[src/rtl/ripple_counter_mod5_down.sv]
// ripple_counter_mod5_down
// 3-bit modulo-5 down counter: 0 -> 4 -> 3 -> 2 -> 1 -> 0 -> 4 ...
// Advances once per rising clk edge. An active-high asynchronous reset forces
// the count to 0. Corrupted states (5, 6, 7) recover to 4 on the next edge.
// The counter is built synchronously, so out only changes at a rising clk
// edge or on reset assertion and never shows a transient illegal value.
`timescale 1ns/100ps
module ripple_counter_mod5_down (
    output logic [2:0] out,
    input  logic       clk,
    input  logic       reset
);

    logic [2:0] count_q;
    logic [2:0] count_d;

    // Next-count decode: step down by one, wrap 0 to 4, send any illegal code to 4
    always_comb begin
        count_d = 3'd4;
        case (count_q)
            3'd0:    count_d = 3'd4;
            3'd4:    count_d = 3'd3;
            3'd3:    count_d = 3'd2;
            3'd2:    count_d = 3'd1;
            3'd1:    count_d = 3'd0;
            default: count_d = 3'd4;
        endcase
    end

    // Count register with asynchronous clear
    always_ff @(posedge clk or posedge reset) begin
        if (reset) begin
            count_q <= 3'd0;
        end else begin
            count_q <= count_d;
        end
    end

    assign out = count_q;

endmodule

[config.mk]
export PLATFORM = sky130hd
export DESIGN_NAME = ripple_counter_mod5_down
export DESIGN_NICKNAME = d
export VERILOG_FILES = /design/src/rtl/ripple_counter_mod5_down.sv
export SDC_FILE = /design/constraint.sdc
export NUM_CORES = 1
export LEC_CHECK = 0
export ABC_AREA = 1
export BUFFER_PORTS_ARGS = -buffer_cell sky130_fd_sc_hd__buf_2
export CORE_AREA = 2 2 39 41
export DETAILED_ROUTE_END_ITERATION = 6
export DIE_AREA = 0 0 41 43
export SLEW_MARGIN = 20
export SYNTH_ARGS = -nofsm -noshare
export SYNTH_HDL_FRONTEND = slang
export SYNTH_SLANG_ARGS = --single-unit
[constraint.sdc]
create_clock -name clk -period 1.29 [get_ports clk]
set_input_delay 0 -clock clk [delete_from_list [all_inputs] [get_ports clk]]
set_output_delay 0 -clock clk [all_outputs]
set_load 0.02 [all_outputs]
==> results.txt <==
The run finished with clean final reports. The length in cells of the worst reg-to-reg path is 4. In this run, synthesis produced a sequential element count of 3. The initialized floorplan defines 14 standard-cell rows. In the synthesized netlist the dominant register cell turns out to be dfrtp_1.

TritonCTS built the clock tree. The number of antenna violations at the first check in global routing came to 0. The source of the worst register-to-register timing path is out[1]. The aggregate global routing overflow is 0.

The clock sink count is 3. Summed over all cells, the static leakage comes to 0.0954 nW. The arithmetic-cell share of the synthesized area counting full adders, half adders and majority gates is 0%. Summing the areas of all compound-gate instances in the mapped netlist gives 4.08% of the synthesized area. The initial standard-cell utilization of the core is 8.86%. The post-synthesis average cell area is 9.43 um2. Counting every instance in the synthesized netlist gives 13. The layer flagged by global routing as most heavily used is met4. In this run the number of H-tree levels came out at 1. The multiplexer share of the synthesized area came out at 0%. The number of buffers created by CTS came out at 3. Derived from the worst setup path, the maximum achievable clock frequency is 1180 MHz. The netlist uses 8 different library cells.

The detail route stage leaves a number of antenna-violating nets equal to 0. The reported max-cap violation count is 0. The max-slew violation total from the final report is 0. In this run the worst setup path terminates at out[2]. The clock passes through at most 2 buffers. The flip-flop count of the largest register after layout is 3. The number of DRC markers in iteration 0 came out at 2.

The endpoint identified for the worst register-to-register timing path is out[2]. Cells with a size suffix above 1 make up 45.5% of the layout. The biggest area contributor in the post-synthesis netlist is dfrtp_1. After Yosys synthesis, and, or, nand and nor cells account for 28.6% of the synthesized area. Dividing the detail-routed wire length by the instance count gives 6.29 um. The wire length of the first global-routing pass came out at 386 um. STA classifies the critical path startpoint as a flop. The overall global routing resource usage came out at 4.23%. The required time of the worst setup path came out at 1.41 ns. The first-pass iteration count of the detailed router came out at 4.

The final-report hold violation count came out at 0. The worst setup path is captured at a flop. In the post-synthesis netlist, the biggest area contributors are dfrtp_1 61%, nor2_2 10%, inv_1 6.1%, nand2_1 6.1%, nand2_2 5.1%. CTS placed an instance of clkbuf_4 at the clock tree root. The peak fanout along the critical path is 4. After Yosys synthesis, XOR and XNOR cells account for 0% of the synthesized area. The post-route clock skew came out at 0.00362 ns. The number of post-CTS setup repair buffers came out at 0. After clock tree synthesis, the clock-pin slew on the worst setup and hold paths is 0.04 ns. Entering global routing, the biggest net connects 5 pins. Setup repair after global routing left no endpoint under its margin. The top-area cell type share of the netlist area is 61.2%. The class of the most critical setup path is flop to flop. The peak supply drop is 0.164 mV. Wires add up to 239 um. For met3 alone, demand over resource in global routing was 4.71%.

Measured along the x axis, the die boundary spans 41 um. In the synthesized netlist the async set-or-reset flop fraction comes to 100%. The via count of the first global-routing pass came out at 105.

The shortest period the worst path allows is 0.845 ns. The final number of setup-violating endpoints came out at 0. The clock latency at the later pin of the worst-skew pair is 0.23 ns. The fraction of the yosys area taken by sequential cells came out at 61.2%.

The number of placed cells counting well taps is 33. The post-detailed-placement half-perimeter wirelength came out at 178 um. The floorplan step defined a die boundary enclosing 1760 um2. Port buffering added 4 buffers.

The detailed router placed 110 vias in this run. The most frequent cell after synthesis is dfrtp_1. The reg-to-reg setup timing slack came out at 0.44 ns. The top-level I/O count came out at 5. The number of inserted diodes came out at 0.

Counting flops with a built-in enable in the synthesized netlist gives 0. Relative to the synthesized area, the layout overhead comes to 62.2%. In this run the worst setup path begins at out[1]. The congestion estimate from routability-driven global placement came to 0.479. The number of nets in the synthesized netlist came out at 15. In the routed design, unresolved DRC markers number 0. Ranked by instance count, the synthesized netlist is headed by 3 x dfrtp_1, 2 x inv_1, 2 x nand2_1, 2 x nor2_2. The power density relative to cell area is 1320 nW/um2. Leaving out filler cells and counting taps, the final layout contains 38.

Global routing consumed, on the met1 layer, 3.90% of the routing resources. The cell area that synthesis handed to floorplanning was 123 um2. The slew at the pin closest to its max-slew limit came out at 0.166 ns. The type of the tightest min-delay check is primary input to async pin. After layout, the worst path uses 65.5% of the clock period. The sum of negative setup slack is 0 ns. The worst pin sits at a relative slew slack of 88.8%. Using the TritonRoute via totals, the vias-per-cell ratio works out to 2.89. The number of nets in the layout is 25. The core footprint is 1380 um2. The number of synthesis warnings is 0. By area, the combinational part of the netlist is dominated by simple AND/OR/NAND/NOR gates. Global routing used 3.75% of the available met2 tracks. The data arrival at the endpoint of the critical path came out at 0.96 ns. The die extent in y is 43 um.
-- worst min path at each step --
stage / endpoint / depth (start not counted)
after floorplan: out[0] / 1
final: out[2] / 3
after global routing: out[2] / 3
after CTS: out[2] / 3
after global placement: out[0] / 2
after detailed placement: out[0] / 2
-- logic make-up after synthesis --
group,Yosys count
compound gates,1
buf+inv,2
flops,3
simple gates,7
-- per-layer routing --
| metal | vias to the layer above | share of wire (%) |
|---|---|---|
| met5 | - | 0 |
| met4 | 0 | 0 |
| met3 | 0 | 12 |
| met2 | 4 | 44 |
| met1 | 50 | 44 |
| li1 | 56 | - |
-- power breakdown --
group	switching, mW	internal (mW)	total (mW)
clock network	0.0462	0.116	0.162
registers	0	0.0947	0.0947
logic	0.00218	0.00323	0.00541
-- stage by stage --
| step | hold WS [ns] | instance area, um2 | util (%) | setup WS [ns] | power [mW] |
|---|---|---|---|---|---|
| 3_5_place_dp | -0.129 | 163 | 11.8 | 0.444 | 0.0993 |
| 6_report | 0.169 | 199 | 14.4 | 0.445 | 0.262 |
| 5_1_grt | 0.194 | 199 | 14.4 | 0.381 | 0.283 |
| 4_1_cts | 0.165 | 199 | 14.4 | 0.445 | 0.273 |
| 3_3_place_gp | -0.130 | 163 | 11.8 | 0.468 | 0.0992 |
| 2_1_floorplan | -0.246 | 123 | - | 0.395 | 0.0975 |
-- cells in the final DEF, fill, tap and decap left out --
master         Yosys  layout
o21ai_0            1       1
nand3_1            1       1
nor2_2             2       2
dlygate4sd3_1      0       1
clkbuf_1           0       1
nand2_2            1       1
nand2_1            2       2
dfrtp_1            3       3
buf_2              0       4
nor2_1             1       1
inv_1              2       2
clkbuf_4           0       3
-- cell type report --
class | instances | area [um2]
Tap cell | 16 | 20.0
Clock buffer | 4 | 26.3
Inverter | 2 | 7.51
Fill cell | 161 | 1180
Multi-Input combinational cell | 8 | 40.0
Sequential cell | 3 | 75.1
Timing Repair Buffer | 5 | 30.0
-- what timing repair did --
| action | in CTS | in global routing |
|---|---|---|
| gates resized for setup | 0 | 0 |
| endpoints found under the hold margin | 3 | 0 |
| endpoints found under the setup margin | 0 | 0 |
| hold buffers | 1 | 0 |
-- worst max-delay path: stages, from the launching register on --
cell,delay [ns]
dfrtp_1,0.40
nor2_2,0.14
nand2_1,0.09
nand2_2,0.08
nor2_2,0.03
(Power assumes the default switching activity.)
